## src/rtl/hazard_pkg.sv

```systemverilog
// Shared types for the hazard controller: forwarding select codes and per-stage shadow info.
// Pure declarations; no logic, no latency, no flow control.
// Stall/freeze behaviour lives in hazard_ctrl.
package hazard_pkg;

   localparam int NUM_REGS = 32;
   localparam int REG_W    = $clog2(NUM_REGS);

   typedef logic [REG_W-1:0] reg_idx_t;

   localparam logic [1:0] FWD_RF  = 2'b00;
   localparam logic [1:0] FWD_WB  = 2'b01;
   localparam logic [1:0] FWD_MEM = 2'b10;

   typedef struct packed {
      logic     valid;
      reg_idx_t rs;
      reg_idx_t rt;
      reg_idx_t dest;
      logic     reg_write;
      logic     mem_to_reg;
      logic     mem_write;
   } stage_info_t;

   localparam stage_info_t STAGE_BUBBLE = '0;

endpackage

```

## src/rtl/fwd_sel.sv

```systemverilog
// Forwarding compare for one source register against the MEM and WB shadows.
// Purely combinational, zero latency; no flow control.
// MEM has priority over WB; register 0 never forwards.
module fwd_sel
   import hazard_pkg::*;
(
   input  logic       src_vld_i,
   input  reg_idx_t   src_i,
   input  logic       mem_vld_i,
   input  logic       mem_wr_i,
   input  reg_idx_t   mem_dest_i,
   input  logic       wb_vld_i,
   input  logic       wb_wr_i,
   input  reg_idx_t   wb_dest_i,
   output logic [1:0] sel_o
);

   always_comb begin
      sel_o = FWD_RF;
      if (src_vld_i && (src_i != '0)) begin
         if (mem_vld_i && mem_wr_i && (mem_dest_i == src_i)) begin
            sel_o = FWD_MEM;
         end else if (wb_vld_i && wb_wr_i && (wb_dest_i == src_i)) begin
            sel_o = FWD_WB;
         end
      end
   end

endmodule

```

## src/rtl/hazard_ctrl.sv

```systemverilog
// 5-stage MIPS hazard controller: shadows EX/MEM/WB write info, drives stall, flush and forwarding.
// Outputs are combinational from shadow state and current inputs; shadow updates on rising clk.
// mem_busy freezes everything; branch_taken_e beats load-use. HAZARD_STORE_FWD_EN enables load->store data forwarding.
module hazard_ctrl
   import hazard_pkg::*;
(
   input  logic        clk,
   input  logic        rst_n,
   input  logic [4:0]  rs_d,
   input  logic [4:0]  rt_d,
   input  logic        use_rs_d,
   input  logic        use_rt_d,
   input  logic [4:0]  dest_d,
   input  logic        reg_write_d,
   input  logic        mem_to_reg_d,
   input  logic        mem_write_d,
   input  logic        branch_taken_e,
   input  logic        mem_busy,
   output logic        stall_f,
   output logic        stall_d,
   output logic        stall_x,
   output logic        flush_d,
   output logic        flush_e,
   output logic [1:0]  fwd_a_e,
   output logic [1:0]  fwd_b_e,
   output logic        fwd_sw_m,
   output logic [15:0] stall_cnt
);

   stage_info_t ex_q, mem_q, wb_q;
   stage_info_t ex_d, id_info;
   logic [15:0] cnt_q, cnt_d;

   logic ex_is_load, rs_hit, rt_hit, store_exempt;
   logic load_use_raw, load_use, branch_flush;

   always_comb begin
      id_info            = STAGE_BUBBLE;
      id_info.valid      = 1'b1;
      id_info.rs         = rs_d;
      id_info.rt         = rt_d;
      id_info.dest       = dest_d;
      id_info.reg_write  = reg_write_d;
      id_info.mem_to_reg = mem_to_reg_d;
      id_info.mem_write  = mem_write_d;
   end

   assign ex_is_load = ex_q.valid && ex_q.reg_write && ex_q.mem_to_reg && (ex_q.dest != '0);
   assign rs_hit     = use_rs_d && (rs_d == ex_q.dest);
   assign rt_hit     = use_rt_d && (rt_d == ex_q.dest);

`ifdef HAZARD_STORE_FWD_EN
   // Store data can wait for the load to reach WB; only the address operand must stall.
   assign store_exempt = mem_write_d && rt_hit && !rs_hit;
`else
   assign store_exempt = 1'b0;
`endif

   assign load_use_raw = ex_is_load && (rs_hit || rt_hit) && !store_exempt;
   assign branch_flush = branch_taken_e && !mem_busy;
   assign load_use     = load_use_raw && !mem_busy && !branch_taken_e;

   assign stall_f   = mem_busy || load_use;
   assign stall_d   = mem_busy || load_use;
   assign stall_x   = mem_busy;
   assign flush_d   = branch_flush;
   assign flush_e   = branch_flush || load_use;
   assign stall_cnt = cnt_q;

   assign ex_d  = flush_e ? STAGE_BUBBLE : id_info;
   assign cnt_d = (load_use && (cnt_q != 16'hFFFF)) ? cnt_q + 16'd1 : cnt_q;

   always_ff @(posedge clk or negedge rst_n) begin
      if (!rst_n) begin
         ex_q  <= STAGE_BUBBLE;
         mem_q <= STAGE_BUBBLE;
         wb_q  <= STAGE_BUBBLE;
         cnt_q <= '0;
      end else if (!mem_busy) begin
         ex_q  <= ex_d;
         mem_q <= ex_q;
         wb_q  <= mem_q;
         cnt_q <= cnt_d;
      end
   end

   fwd_sel u_fwd_a (
      .src_vld_i  (ex_q.valid),
      .src_i      (ex_q.rs),
      .mem_vld_i  (mem_q.valid),
      .mem_wr_i   (mem_q.reg_write),
      .mem_dest_i (mem_q.dest),
      .wb_vld_i   (wb_q.valid),
      .wb_wr_i    (wb_q.reg_write),
      .wb_dest_i  (wb_q.dest),
      .sel_o      (fwd_a_e)
   );

   fwd_sel u_fwd_b (
      .src_vld_i  (ex_q.valid),
      .src_i      (ex_q.rt),
      .mem_vld_i  (mem_q.valid),
      .mem_wr_i   (mem_q.reg_write),
      .mem_dest_i (mem_q.dest),
      .wb_vld_i   (wb_q.valid),
      .wb_wr_i    (wb_q.reg_write),
      .wb_dest_i  (wb_q.dest),
      .sel_o      (fwd_b_e)
   );

`ifdef HAZARD_STORE_FWD_EN
   logic [1:0] sw_sel;
   logic       wb_unused;

   // Reduced compare: only a load sitting in WB can feed the store in MEM.
   fwd_sel u_fwd_sw (
      .src_vld_i  (mem_q.valid && mem_q.mem_write),
      .src_i      (mem_q.rt),
      .mem_vld_i  (1'b0),
      .mem_wr_i   (1'b0),
      .mem_dest_i ('0),
      .wb_vld_i   (wb_q.valid),
      .wb_wr_i    (wb_q.reg_write && wb_q.mem_to_reg),
      .wb_dest_i  (wb_q.dest),
      .sel_o      (sw_sel)
   );

   assign fwd_sw_m  = (sw_sel == FWD_WB);
   assign wb_unused = ^{wb_q.rs, wb_q.rt, wb_q.mem_write};
`else
   logic wb_unused;

   assign fwd_sw_m  = 1'b0;
   assign wb_unused = ^{wb_q.rs, wb_q.rt, wb_q.mem_write, wb_q.mem_to_reg};
`endif

endmodule

```

## config.mk

```make
export PLATFORM = sky130hd
export DESIGN_NAME = hazard_ctrl
export DESIGN_NICKNAME = d
export VERILOG_FILES = /design/src/rtl/hazard_pkg.sv /design/src/rtl/fwd_sel.sv /design/src/rtl/hazard_ctrl.sv
export SDC_FILE = /design/constraint.sdc
export NUM_CORES = 1
export LEC_CHECK = 0
export ABC_AREA = 1
export CAP_MARGIN = 0
export CORE_MARGIN = 4
export CORE_UTILIZATION = 53
export DETAILED_ROUTE_END_ITERATION = 8
export PLACE_DENSITY_LB_ADDON = 0.08
export SYNTH_ARGS = -nofsm -noshare
export SYNTH_HDL_FRONTEND = slang
export SYNTH_HIERARCHICAL = 1
export SYNTH_SLANG_ARGS = --single-unit
```

## constraint.sdc

```tcl
create_clock -name clk -period 2.3 [get_ports clk]
set_clock_uncertainty 0.05 [all_clocks]
set_input_delay 0.575 -clock clk [delete_from_list [all_inputs] [get_ports clk]]
set_output_delay 0.575 -clock clk [all_outputs]
set_load 0.1 [all_outputs]
```

==> metrics list <==
- Summed over all layers, the global routing overflow is 0.
- For this design the ratio of total power to cell area is 561 nW/um^2.
* Clock network fraction of design power: 30.1%
* Die height: 82.6 um
* Leakage power of the design: 2.12 nW
- The tree is rooted in a clkbuf_8.
- Pin slew with the least headroom to its limit: 595 ps
* Class of the most critical setup path: reg2out
* Area after DPL: 3680 um^2
* Violated checks: negative setup slack
- For this design the total switching power over the nets is 0.714 mW.
- 50 I/O pins were placed.
- Sum of routed wire length over all layers: 7.77 mm
* CTS buffer count: 5
- Summed over all instances, the cell type with the most area after synthesis is dfrtp_1.
- The worst setup path is captured at a primary output.
- Overall die area: 6830 um^2
* Fin. max-slew vios: 0
* Post-synth EDFFs: 0
- Setup violations remaining at the end of the flow were counted as 1.
- CP cell instances: inv_2 > nand2_1 > nand2_1 > nor2_1 > nand3_1 > nand2_2 > a21oi_4 > clkinvlp_4 > buf_12
- Synthesis-to-layout area growth: 33.7%
* Maximum operating frequency: 429 MHz
- Leading post-synthesis cells by cell area: dfrtp_1 (41%), nand2_1 (19%), inv_1 (7.9%), nand3_1 (7.8%), nor2_1 (5.7%)
- Cell internal power was estimated by the tool at 1.50 mW.
* Number of clock sinks seen by CTS: 48
- The worst pin sits at a relative slew slack of 59.9%.
- Across all setup checks in the final design, the least slack found is -30.9 ps.
* Clock slew seen by the registers of the worst setup and hold paths: 90 ps
* Dominant cell type by count on the critical path: nand2_1
* Number of global-route vias before repair: 2,766
- Cells fill 75.3% of the core in the end.
* Max-capacitance violation count: 0
- Count of TritonRoute iterations in the first routing pass: 5
* Share of final-layout standard cells stronger than drive strength 1: 22.8%
- Total Routing Usage GR: 24.3%
- In this run the core area contains 26 standard-cell rows.
- Remaining number of nets flagged by the antenna check after routing: 0
- Post-synth top area share: 40.7%
- Async set-reset flop share out of synthesis: 100%
- Die W: 82.6 um
* Number of unique standard cell types used by synthesis: 26
- Iteration-0 DRC count of the detailed router: 196
- After detailed routing, the number of vias per cell comes to 5.17.
- Reg-to-reg slack, setup: 380 ps
- Number of port buffers: 47
* Clk Latency, worst-skew pair: 300 ps
* DRC: 0
* Number of standard cells in the layout, taps in and fillers out: 587
- At the worst endpoint, the arrival time is 1710 ps.
- The final layout contains 541 nets.
* Warnings from Yosys: 6
- Detailed placement ended at an HPWL of 5.53 mm.
- The cell area that synthesis handed to floorplanning was 2950 um^2.
- Across all layers, the routed design uses 3,035 vias.
- The congestion estimate from routability-driven global placement came to 0.888.
* Final Hold Viols: 0
- The number of antenna violations at the first check in global routing was 0.
- R2R cell count: 8
* Endpoint of the worst register-to-register path: stall_cnt[14]$_DFFE_PN0P_
- TritonCTS clock tree: built
- Entering global routing, the biggest net connects 37 pins.
- Placeable core area: 5240 um^2
- VDD sags by at most 0.325 mV.
- In this run the critical register-to-register path is launched from stall_cnt[0]$_DFFE_PN0P_.
- Count of placed standard cells including taps: 562
* Switching power as a share of total power: 32.2%
* Final worst path period need: 2330 ps
* Crit path buf inv count: 3
- The share of the Yosys chip area taken by registers is 40.7%.
- Registers are responsible for 45.0% of the overall power.
- Top delay family on crit path: flip-flops
- With fillers left out, the area of the finished cells amounts to 3950 um^2.
- After layout, the worst path uses 101% of the clock period.
* Primary flip-flop cell chosen by synthesis mapping: dfrtp_1
- Diodes inserted: 0
- Number of hold buffers added after CTS: 0
- Kind of start point of the critical path: flop
* Data required, critical path: 1670 ps
- After technology mapping, the gate count stands at 439.
* Share of total power in combinational logic: 24.9%
* Critical path peak fanout: 4
* Peak per-stage delay on the critical path: 440 ps
* Synthesized flop and latch total: 48
- Average detailed-routed wire length per instance: 13.2 um
- After synthesis, the mean cell area works out to 6.72 um^2.
- Post-Synthesis Net Count: 464
- RSZ-0062 raised after global routing: yes
- The slowest stage of the critical path is the dfrtp_2 cell.
- The flow ran to the end, but the final reports show violations.
- CTS built an H-tree with a depth of 2.
- Class of the tightest hold or removal check: in2async
- Initial standard-cell utilization of the core: 56.4%
- The clock passes through at most 2 buffers.
- Wire length of the first global-routing pass: 12.7 mm
-- per-stage QoR --
step	setup TNS (ps)	power (mW)	hold slack (ps)	worst slack, ps
floorplan	-371	1.32	229	-236
global placement	-1810	1.49	441	-328
detailed placement	-2450	1.50	446	-364
CTS	-0.310	2.18	136	-0.310
global route	-353	2.33	138	-136
finish	-30.9	2.22	129	-30.9
-- area by class of cell --
cell class	instances	area [um^2]
multi-input combinational	312	1520
fill	396	1290
sequential	48	1210
timing repair buffer	80	739
inverter	69	263
clock buffer	7	96.3
tap	70	87.6
clock inverter	1	30.0
-- placed cells by master, fill, tap and decap left out, types with 7 or more instances in the layout --
master | Yosys | routed
nand2_1 | 151 | 146
clkbuf_8 | 0 | 7
nand4_1 | 8 | 8
buf_12 | 0 | 10
nand3_1 | 46 | 46
inv_2 | 7 | 15
dfrtp_1 | 48 | 43
o21bai_1 | 14 | 14
inv_1 | 62 | 53
buf_2 | 0 | 7
o21ai_0 | 22 | 21
clkdlybuf4s50_1 | 0 | 8
nor2_1 | 45 | 41
buf_4 | 3 | 48
-- synthesized netlist by cell type, types with 2 or more instances --
library cell	count
clkbuf_1	4
buf_4	3
nor2_1	45
o21bai_1	14
nand3_1	46
buf_1	2
inv_2	7
nand2_1	151
nor3_1	6
xor2_1	4
nand3_2	3
or2_0	2
dfrtp_1	48
inv_1	62
nor2_2	3
o21ai_0	22
nand4_1	8
-- state kept, by name, indices dropped and copies added, names as in the netlist --
| register | flops |
|---|---|
| wb_q | 7 |
| stall_cnt | 16 |
| ex_q | 18 |
| mem_q | 7 |
-- how the worst max path moves through the flow --
stage | from | endpoint | slack (ps) | cells after the start
finish | ex_q[4]$_DFFE_PN0N_ | flush_e | -30 | 9
global route | ex_q[3]$_DFFE_PN0N_ | flush_e | -140 | 9
CTS | ex_q[6]$_DFFE_PN0N_ | flush_e | -0.3 | 9
detailed placement | rt_d[4] | stall_d | -360 | 10
global placement | rt_d[1] | stall_f | -330 | 10
floorplan | ex_q[12]$_DFFE_PN0N_ | fwd_b_e[1] | -240 | 5
-- cell families (layout without fill, tap and decap cells) --
logic type	count (synthesis)	count (layout)	share of synthesized area (%)
adders and majority gates	1	1	0.424
DFF	48	48	40.7
AOI/OAI and AO/OA	37	37	7.84
xor gates and xnor gates	5	5	1.48
buffers and inverters	79	157	10.7
and+or+nand+nor	268	268	38.7
other	1	1	0.127
-- timing repair --
action                                  CTS  global route
resized for setup                        43            17
pin swaps                                15            11
buffers inserted                          7            10
endpoints found under the hold margin     0             0
endpoints found under the setup margin    4             6
-- routing by layer --
layer | routed length, um | GRT usage [%] | vias to the layer above | part of all wire (%)
met5 | 0 | 0 | - | 0
met1 | 3580 | 34.4 | 1404 | 46
met4 | 118 | 7.03 | 0 | 1.5
li1 | - | - | 1515 | -
met3 | 446 | 3.80 | 10 | 5.7
met2 | 3620 | 38.5 | 106 | 47
-- power by group through the flow --
stage	Combinational (mW)	Sequential, mW	Clock (mW)
6_report	0.551	0.997	0.667
5_1_grt	0.608	1.01	0.718
4_1_cts	0.513	0.991	0.679
3_5_place_dp	0.498	1.01	0
3_3_place_gp	0.486	1.00	0
2_1_floorplan	0.296	1.03	0
Note: power is estimated with default switching activity, not from simulation.
